--- src/rtl/alu_pkg.sv ---
// alu_pkg: shared types and constants for the execute-stage ALU.
//   alu_op_e  - 3-bit operation select encoding
//   ALU_WIDTH - default operand/result width
// Optional feature macro used by the ALU files: ALU_ARITH_FLAGS_EN
package alu_pkg;

  localparam int ALU_WIDTH = 32;

  typedef enum logic [2:0] {
    ALU_ADD = 3'd0,
    ALU_SUB = 3'd1,
    ALU_AND = 3'd2,
    ALU_OR  = 3'd3,
    ALU_XOR = 3'd4,
    ALU_SLL = 3'd5,
    ALU_SRL = 3'd6,
    ALU_SLT = 3'd7
  } alu_op_e;

endpackage

--- src/rtl/alu_comb.sv ---
// alu_comb: purely combinational ALU datapath.
// Ports:
//   op_i       - operation select (alu_op_e)
//   a_i, b_i   - operands (b_i low SHAMT_W bits double as shift amount)
//   result_o   - operation result
//   carry_o    - ADD carry-out / SUB borrow (only with ALU_ARITH_FLAGS_EN)
//   overflow_o - signed overflow for ADD/SUB (only with ALU_ARITH_FLAGS_EN)
// Macro: ALU_ARITH_FLAGS_EN adds carry_o/overflow_o and their logic.
module alu_comb
  import alu_pkg::*;
#(
  parameter int WIDTH = ALU_WIDTH
) (
  input  alu_op_e          op_i,
  input  logic [WIDTH-1:0] a_i,
  input  logic [WIDTH-1:0] b_i,
  output logic [WIDTH-1:0] result_o
`ifdef ALU_ARITH_FLAGS_EN
  ,
  output logic             carry_o,
  output logic             overflow_o
`endif
);

  localparam int SHAMT_W = $clog2(WIDTH);

  logic [WIDTH-1:0]   add_res;
  logic [WIDTH-1:0]   sub_res;
  logic [SHAMT_W-1:0] shamt;
  logic               slt;

`ifdef ALU_ARITH_FLAGS_EN
  logic add_c;
  logic sub_b;

  // One extra bit on top of the adder exposes carry-out; for the
  // subtractor the same bit is the unsigned borrow (a < b).
  assign {add_c, add_res} = {1'b0, a_i} + {1'b0, b_i};
  assign {sub_b, sub_res} = {1'b0, a_i} - {1'b0, b_i};

  logic add_ovf;
  logic sub_ovf;

  // Signed overflow: operands of like sign (ADD) or unlike sign (SUB)
  // producing a result whose sign differs from a_i.
  assign add_ovf = (a_i[WIDTH-1] == b_i[WIDTH-1]) && (add_res[WIDTH-1] != a_i[WIDTH-1]);
  assign sub_ovf = (a_i[WIDTH-1] != b_i[WIDTH-1]) && (sub_res[WIDTH-1] != a_i[WIDTH-1]);

  always_comb begin
    carry_o    = 1'b0;
    overflow_o = 1'b0;
    case (op_i)
      ALU_ADD: begin
        carry_o    = add_c;
        overflow_o = add_ovf;
      end
      ALU_SUB: begin
        carry_o    = sub_b;
        overflow_o = sub_ovf;
      end
      default: begin
        carry_o    = 1'b0;
        overflow_o = 1'b0;
      end
    endcase
  end
`else
  assign add_res = a_i + b_i;
  assign sub_res = a_i - b_i;
`endif

  // Upper bits of b_i are ignored for shifts.
  assign shamt = b_i[SHAMT_W-1:0];
  assign slt   = $signed(a_i) < $signed(b_i);

  always_comb begin
    result_o = '0;
    case (op_i)
      ALU_ADD: result_o = add_res;
      ALU_SUB: result_o = sub_res;
      ALU_AND: result_o = a_i & b_i;
      ALU_OR:  result_o = a_i | b_i;
      ALU_XOR: result_o = a_i ^ b_i;
      ALU_SLL: result_o = a_i << shamt;
      ALU_SRL: result_o = a_i >> shamt;
      ALU_SLT: result_o = {{(WIDTH-1){1'b0}}, slt};
      default: result_o = '0;
    endcase
  end

endmodule

--- src/rtl/alu.sv ---
// alu: registered integer ALU for the execute stage, latency one clock.
// Ports:
//   clk       - rising-edge clock
//   rst       - asynchronous active-high reset
//   in_valid  - operands/opcode valid this cycle
//   alu_op    - operation select (see alu_pkg::alu_op_e)
//   in1, in2  - operands (in2 low bits are the shift amount)
//   out       - registered result (held when in_valid=0)
//   out_valid - out/flags hold a result captured on the last edge
//   zero      - out == 0
//   negative  - out[WIDTH-1]
//   carry     - ADD carry / SUB borrow (only with ALU_ARITH_FLAGS_EN)
//   overflow  - ADD/SUB signed overflow (only with ALU_ARITH_FLAGS_EN)
// Macro: ALU_ARITH_FLAGS_EN adds the carry/overflow ports and registers.
module alu
  import alu_pkg::*;
#(
  parameter int WIDTH = ALU_WIDTH
) (
  input  logic             clk,
  input  logic             rst,
  input  logic             in_valid,
  input  logic [2:0]       alu_op,
  input  logic [WIDTH-1:0] in1,
  input  logic [WIDTH-1:0] in2,
  output logic [WIDTH-1:0] out,
  output logic             out_valid,
  output logic             zero,
  output logic             negative
`ifdef ALU_ARITH_FLAGS_EN
  ,
  output logic             carry,
  output logic             overflow
`endif
);

  logic [WIDTH-1:0] res;
  logic [WIDTH-1:0] out_d,   out_q;
  logic             valid_d, valid_q;

`ifdef ALU_ARITH_FLAGS_EN
  logic res_carry;
  logic res_ovf;
  logic carry_d, carry_q;
  logic ovf_d,   ovf_q;
`endif

  alu_comb #(
    .WIDTH (WIDTH)
  ) u_comb (
    .op_i       (alu_op_e'(alu_op)),
    .a_i        (in1),
    .b_i        (in2),
    .result_o   (res)
`ifdef ALU_ARITH_FLAGS_EN
    ,
    .carry_o    (res_carry),
    .overflow_o (res_ovf)
`endif
  );

  always_comb begin
    out_d   = out_q;
    valid_d = in_valid;
    if (in_valid) begin
      out_d = res;
    end
  end

`ifdef ALU_ARITH_FLAGS_EN
  always_comb begin
    carry_d = carry_q;
    ovf_d   = ovf_q;
    if (in_valid) begin
      carry_d = res_carry;
      ovf_d   = res_ovf;
    end
  end

  always_ff @(posedge clk or posedge rst) begin
    if (rst) begin
      carry_q <= 1'b0;
      ovf_q   <= 1'b0;
    end else begin
      carry_q <= carry_d;
      ovf_q   <= ovf_d;
    end
  end

  assign carry    = carry_q;
  assign overflow = ovf_q;
`endif

  always_ff @(posedge clk or posedge rst) begin
    if (rst) begin
      out_q   <= '0;
      valid_q <= 1'b0;
    end else begin
      out_q   <= out_d;
      valid_q <= valid_d;
    end
  end

  // Flags decode the registered result, so reset (out=0) yields zero=1.
  assign out       = out_q;
  assign out_valid = valid_q;
  assign zero      = (out_q == '0);
  assign negative  = out_q[WIDTH-1];

endmodule

--- config.mk ---
export PLATFORM = sky130hd
export DESIGN_NAME = alu
export DESIGN_NICKNAME = d
export VERILOG_FILES = /design/src/rtl/alu_pkg.sv /design/src/rtl/alu_comb.sv /design/src/rtl/alu.sv
export SDC_FILE = /design/constraint.sdc
export NUM_CORES = 1
export LEC_CHECK = 0
export BUFFER_PORTS_ARGS = -buffer_cell sky130_fd_sc_hd__clkbuf_2
export CAP_MARGIN = 5
export CORE_ASPECT_RATIO = 1.4
export CORE_MARGIN = 5
export CORE_UTILIZATION = 60
export CTS_BUF_LIST = sky130_fd_sc_hd__clkbuf_8
export CTS_CLUSTER_DIAMETER = 60
export DETAILED_ROUTE_END_ITERATION = 10
export HOLD_SLACK_MARGIN = 0.12
export PLACE_DENSITY = 0.89
export SLEW_MARGIN = 20
export SYNTH_ARGS = -nofsm -noshare
export SYNTH_HDL_FRONTEND = slang
export SYNTH_SLANG_ARGS = --single-unit
--- constraint.sdc ---
create_clock -name clk -period 1.2 [get_ports clk]
set_input_delay 0.18 -clock clk [delete_from_list [all_inputs] [get_ports clk]]
set_output_delay 0.18 -clock clk [all_outputs]
set_load 0.01 [all_outputs]
==> metrics.txt, run 1 <==
# TYPE chip_impl_metric gauge
chip_impl_info{name="synth_ff_type",value="sky130_fd_sc_hd__dfrtp_1"} 1
chip_impl_info{name="synth.most_common_cell",value="sky130_fd_sc_hd__nor2_1"} 1
chip_impl_info{name="synth_top_family_by_area",value="compound AO/OA/AOI/OAI gates"} 1
chip_impl_metric{name="hold_buffers",unit=""} 1
chip_impl_metric{name="synth-compound-area-share",unit="%"} 31.1
chip_impl_metric{name="muxShareOfSynthArea",unit="%"} 18.6
chip_impl_metric{name="synth_simple_gate_area_share",unit="%"} 18.4
chip_impl_metric{name="die_width",unit="um"} 117
chip_impl_metric{name="place.detailed.hpwl",unit="um"} 43200
chip_impl_metric{name="post_synthesis_cell_type_count",unit=""} 86
chip_impl_metric{name="synth_adder_area_share",unit="%"} 13.1
chip_impl_metric{name="detailedPlace.worstSlack",unit="ps"} -2160
chip_impl_metric{name="post_cts.resized_instances",unit=""} 176
chip_impl_metric{name="post_synth_arst_share",unit="%"} 100
chip_impl_metric{name="placementRows",unit=""} 54
chip_impl_info{name="clock_tree.root_cell",value="sky130_fd_sc_hd__clkbuf_8"} 1
chip_impl_metric{name="floorplan.initialDensity",unit="%"} 61.1
chip_impl_metric{name="port_buffers",unit=""} 104
chip_impl_metric{name="synth_sequential_area_ratio",unit="%"} 8.62
chip_impl_info{name="synth_commonest_cells",value="sky130_fd_sc_hd__nor2_1 (150), sky130_fd_sc_hd__a21oi_1 (126), sky130_fd_sc_hd__inv_1 (105), sky130_fd_sc_hd__ha_1 (97), sky130_fd_sc_hd__nand2_1 (90)"} 1
chip_impl_metric{name="netlist_instances",unit=""} 1287
chip_impl_metric{name="synth-warning-count",unit=""} 0
chip_impl_info{name="run.stop_error",value="[ERROR DPL-0033] detailed placement checks failed during check placement."} 1
chip_impl_info{name="haltStage",value="4_1_cts"} 1
chip_impl_info{name="cell_taking_the_most_area_after_synthesis",value="sky130_fd_sc_hd__mux4_2"} 1
chip_impl_metric{name="post-cts-setup-buffer-count",unit=""} 48
chip_impl_metric{name="net_count_synth",unit=""} 1456
chip_impl_metric{name="post_synth_xor_area_fraction",unit="%"} 1.37
chip_impl_metric{name="h-tree-depth",unit=""} 2
chip_impl_metric{name="cts.sink_count",unit=""} 33
chip_impl_metric{name="boundaryPins",unit=""} 105
chip_impl_metric{name="syn_area",unit="um2"} 9580
chip_impl_info{name="post_synth_main_area_contributors",value="sky130_fd_sc_hd__mux4_2 (13%), sky130_fd_sc_hd__ha_1 (13%), sky130_fd_sc_hd__dfrtp_1 (8.6%)"} 1
chip_impl_metric{name="synth_largest_type_area_fraction",unit="%"} 12.9
chip_impl_metric{name="die_height",unit="um"} 160
chip_impl_metric{name="clockBufferDepth",unit=""} 2
chip_impl_metric{name="post_synth_edffs",unit=""} 0
chip_impl_metric{name="postSynthRegisterBits",unit=""} 33
chip_impl_info{name="status",value="aborted with a tool error"} 1
chip_impl_metric{name="cts_inserted_buffers",unit=""} 5
chip_impl_metric{name="gp_congestion",unit=""} 1.34
chip_impl_metric{name="postSynthAreaPerCell",unit="um2"} 7.44
cells by family after synthesis:
logic type | Yosys count
flops | 33
fa+ha+maj | 99
simple gates | 379
mux | 108
xor+xnor | 15
compound gates | 451
buf+inv | 202
stage by stage:
step	std cells	TNS [ps]	area, um2	hold slack (ps)	util (%)
global placement	2008	-53570	14100	265	89.9
floorplan	1287	-47930	10100	211	-
detailed placement	2008	-58210	14100	277	89.9
==> run 2, diff against run 1 <==
CORE_ASPECT_RATIO = default   (was 1.4)
CORE_UTILIZATION = 40   (was 60)
CTS_BUF_LIST = default   (was sky130_fd_sc_hd__clkbuf_8)
CTS_CLUSTER_DIAMETER = default   (was 60)
HOLD_SLACK_MARGIN = default   (was 0.12)
PLACE_DENSITY = default   (was 0.89)
PLACE_DENSITY_LB_ADDON = 0.15   (was default)
==> metrics.txt, run 2 <==
# TYPE chip_impl_metric gauge
chip_impl_metric{name="crit_share_post_route",unit="%"} 240
chip_impl_metric{name="max_clock_freq",unit="MHz"} 348
chip_impl_metric{name="synth-warning-count",unit=""} 0
chip_impl_metric{name="gp_congestion",unit=""} 1.06
chip_impl_metric{name="maxCapViolations",unit=""} 0
chip_impl_metric{name="core_area",unit="um2"} 23500
chip_impl_info{name="holdCritPathClass",value="in2async"} 1
chip_impl_metric{name="cts.sink_count",unit=""} 33
chip_impl_metric{name="largest_register_ff_count",unit=""} 32
chip_impl_metric{name="routed-via-count",unit=""} 13869
chip_impl_metric{name="place.detailed.hpwl",unit="um"} 43300
chip_impl_metric{name="detail_route.wl_per_cell",unit="um"} 25.1
chip_impl_metric{name="grt_antenna_before_repair",unit=""} 1
chip_impl_metric{name="finalNonFillerCells",unit=""} 2252
chip_impl_info{name="critPathCaptureType",value="flip-flop"} 1
chip_impl_metric{name="postSynthAreaPerCell",unit="um2"} 7.44
chip_impl_metric{name="syn_area",unit="um2"} 9580
chip_impl_metric{name="cts_inserted_buffers",unit=""} 5
chip_impl_metric{name="worst_hold_slack",unit="ps"} 511
chip_impl_metric{name="finalSetupTns",unit="ps"} -43980
chip_impl_info{name="synth_commonest_cells",value="sky130_fd_sc_hd__nor2_1 (150), sky130_fd_sc_hd__a21oi_1 (126), sky130_fd_sc_hd__inv_1 (105), sky130_fd_sc_hd__ha_1 (97), sky130_fd_sc_hd__nand2_1 (90)"} 1
chip_impl_info{name="crit_type",value="in2reg"} 1
chip_impl_metric{name="final_nets",unit=""} 2101
chip_impl_metric{name="power_per_cell_area",unit="nW/um2"} 701
chip_impl_metric{name="path_clk_slew",unit="ps"} 50
chip_impl_metric{name="grtUsageMet3",unit="%"} 5.67
chip_impl_info{name="clock_tree.root_cell",value="sky130_fd_sc_hd__clkbuf_16"} 1
chip_impl_metric{name="globalRouteMet2Util",unit="%"} 60.1
chip_impl_metric{name="fin_crit",unit="ps"} 2880
chip_impl_metric{name="routed_wl",unit="um"} 56400
chip_impl_metric{name="boundaryPins",unit=""} 105
chip_impl_metric{name="global_route.usage.met1",unit="%"} 56.7
chip_impl_metric{name="h-tree-depth",unit=""} 2
chip_impl_metric{name="detailedPlace.worstSlack",unit="ps"} -2090
chip_impl_info{name="violated_checks",value="setup timing"} 1
chip_impl_metric{name="hold_viol_final",unit=""} 0
chip_impl_metric{name="global_route_wire_length_before_repair",unit="um"} 80800
chip_impl_metric{name="clockBufferDepth",unit=""} 2
chip_impl_metric{name="net_count_synth",unit=""} 1456
chip_impl_info{name="cts_tree",value="done"} 1
chip_impl_metric{name="synth_largest_type_area_fraction",unit="%"} 12.9
chip_impl_metric{name="final_core_util",unit="%"} 71.7
chip_impl_metric{name="viasPerCell",unit=""} 6.16
chip_impl_metric{name="globalRouteOverflowTotal",unit=""} 0
chip_impl_info{name="startpoint_type",value="input port"} 1
chip_impl_metric{name="post_synth_edffs",unit=""} 0
chip_impl_metric{name="postSynthRegisterBits",unit=""} 33
chip_impl_metric{name="floorplan.initialDensity",unit="%"} 40.7
chip_impl_metric{name="drive_gt1_share",unit="%"} 52.8
chip_impl_metric{name="final-setup-viol-count",unit=""} 33
chip_impl_metric{name="drc",unit=""} 0
chip_impl_metric{name="grt_max_degree",unit=""} 55
chip_impl_metric{name="antenna_cells",unit=""} 0
chip_impl_metric{name="detailedRoute.firstPassIterationCount",unit=""} 6
chip_impl_metric{name="dpl_cell_area",unit="um2"} 14600
chip_impl_info{name="status",value="complete, but fails checks"} 1
chip_impl_metric{name="max_ir_drop_vdd",unit="V"} 0.00108
chip_impl_info{name="layout.cells.most_common",value="sky130_fd_sc_hd__buf_4"} 1
chip_impl_metric{name="port_buffers",unit=""} 104
chip_impl_metric{name="clock_latency",unit="ps"} 270
chip_impl_info{name="grt-busiest-layer",value="met2"} 1
chip_impl_info{name="synth_ff_type",value="sky130_fd_sc_hd__dfrtp_1"} 1
chip_impl_info{name="grt_setup_unrepaired",value="yes"} 1
chip_impl_metric{name="drt_iter0_drc",unit=""} 1699
chip_impl_metric{name="total_power",unit="mW"} 11.8
chip_impl_metric{name="crit_fanout",unit=""} 2
chip_impl_metric{name="synth_sequential_area_ratio",unit="%"} 8.62
chip_impl_metric{name="die_height",unit="um"} 165
chip_impl_metric{name="number_of_instances_in_the_placed_design",unit=""} 2180
chip_impl_metric{name="fin_area",unit="um2"} 16900
chip_impl_metric{name="p_leak",unit="nW"} 7.78
chip_impl_info{name="synth.most_common_cell",value="sky130_fd_sc_hd__nor2_1"} 1
chip_impl_metric{name="setup_ws",unit="ps"} -1680
chip_impl_metric{name="worstPathArrival",unit="ps"} 3040
chip_impl_metric{name="data_required_time_of_the_critical_path",unit="ps"} 1360
chip_impl_metric{name="final.setup_skew",unit="ps"} 0
chip_impl_metric{name="full_die_area",unit="um2"} 27100
chip_impl_metric{name="die_width",unit="um"} 165
chip_impl_info{name="post_synth_main_area_contributors",value="sky130_fd_sc_hd__mux4_2 (13%), sky130_fd_sc_hd__ha_1 (13%), sky130_fd_sc_hd__dfrtp_1 (8.6%)"} 1
chip_impl_metric{name="first_global_vias",unit=""} 13121
chip_impl_metric{name="netlist_instances",unit=""} 1287
chip_impl_metric{name="post_synth_arst_share",unit="%"} 100
chip_impl_metric{name="antenna_violating_nets_post_route",unit=""} 0
chip_impl_metric{name="worst_case_headroom_to_the_max_slew_limit",unit="%"} 49.7
chip_impl_metric{name="transition_time_of_the_tightest_slew_check_pin",unit="ps"} 754
chip_impl_metric{name="drv_slew",unit=""} 0
chip_impl_metric{name="synthToLayoutAreaGrowth",unit="%"} 76.1
chip_impl_info{name="cell_taking_the_most_area_after_synthesis",value="sky130_fd_sc_hd__mux4_2"} 1
chip_impl_info{name="most-common-layout-cells",value="sky130_fd_sc_hd__buf_4 (573), sky130_fd_sc_hd__nor2_1 (135), sky130_fd_sc_hd__a21oi_1 (98)"} 1
chip_impl_metric{name="post_synthesis_cell_type_count",unit=""} 86
chip_impl_metric{name="grt_usage",unit="%"} 39.5
chip_impl_metric{name="placementRows",unit=""} 56
## run 2: cell counts after synthesis
Identical to the previous run, type by type.
## run 2: worst paths after layout
kind | from | end | slack (ps) | cells after the start
max | in2[0] | out[30]$_DFFE_PP0P_ | -1680 | 14
min | rst | out[18]$_DFFE_PP0P_ | 510 | 4
max reg2reg | out[31]$_DFFE_PP0P_ | out[31]$_DFFE_PP0P_ | 50 | 5
min reg2reg | out[3]$_DFFE_PP0P_ | out[3]$_DFFE_PP0P_ | 580 | 2
max in group asynchronous | rst | out[2]$_DFFE_PP0P_ | 400 | 4
min in group clk | in_valid | out[6]$_DFFE_PP0P_ | 530 | 4
## run 2: critical path: stages
cell	delay (ps)
sky130_fd_sc_hd__buf_8	80
sky130_fd_sc_hd__buf_6	110
sky130_fd_sc_hd__ha_4	120
sky130_fd_sc_hd__inv_2	30
sky130_fd_sc_hd__fa_2	360
sky130_fd_sc_hd__nor2b_4	150
sky130_fd_sc_hd__o21ai_4	90
sky130_fd_sc_hd__a2111oi_4	490
sky130_fd_sc_hd__nor3_4	90
sky130_fd_sc_hd__o21ai_4	240
sky130_fd_sc_hd__nor3_4	60
sky130_fd_sc_hd__or4_4	520
sky130_fd_sc_hd__and4_4	190
sky130_fd_sc_hd__o32a_1	310
## run 2: what timing repair did
item                                    CTS  global route
hold buffers                              1             0
hold endpoints to repair                 33             0
gates cloned                              7             0
gates resized for setup                 184           149
pin swaps                                64            76
endpoints found under the setup margin   33            34
setup buffers                            37            31
## run 2: power breakdown
part	switching (mW)	total, mW	internal, mW	leakage (nW)
registers	0.110	1.41	1.30	0.383
logic	4.60	8.93	4.33	7.31
clock network	0.452	1.49	1.04	0.0841
## run 2: routing by layer
metal  routed length (um)  share of wire, %
met4                 2810               5.0
met2                24100                43
met5                    9             0.016
met3                 5820                10
met1                23700                42
## run 2: cell type report
cell class,count,area (um2)
clock buffer,7,143
clock inverter,1,30.0
fill,1892,6670
inverter,108,438
multi-input combinational,1052,9290
sequential,33,826
tap,319,399
timing repair buffer,732,5740
## run 2: cells by family (layout without fill, tap and decap cells)
kind of cell | Yosys count | after routing | share of synthesized area [%]
adders and majority gates | 99 | 99 | 13.1
AOI/OAI and AO/OA | 451 | 451 | 31.1
xor gates and xnor gates | 15 | 15 | 1.37
and+or+nand+nor | 379 | 379 | 18.4
muxes | 108 | 108 | 18.6
DFF | 33 | 33 | 8.62
buffers and inverters | 202 | 848 | 8.75
Note: power is estimated with default switching activity, not from simulation.
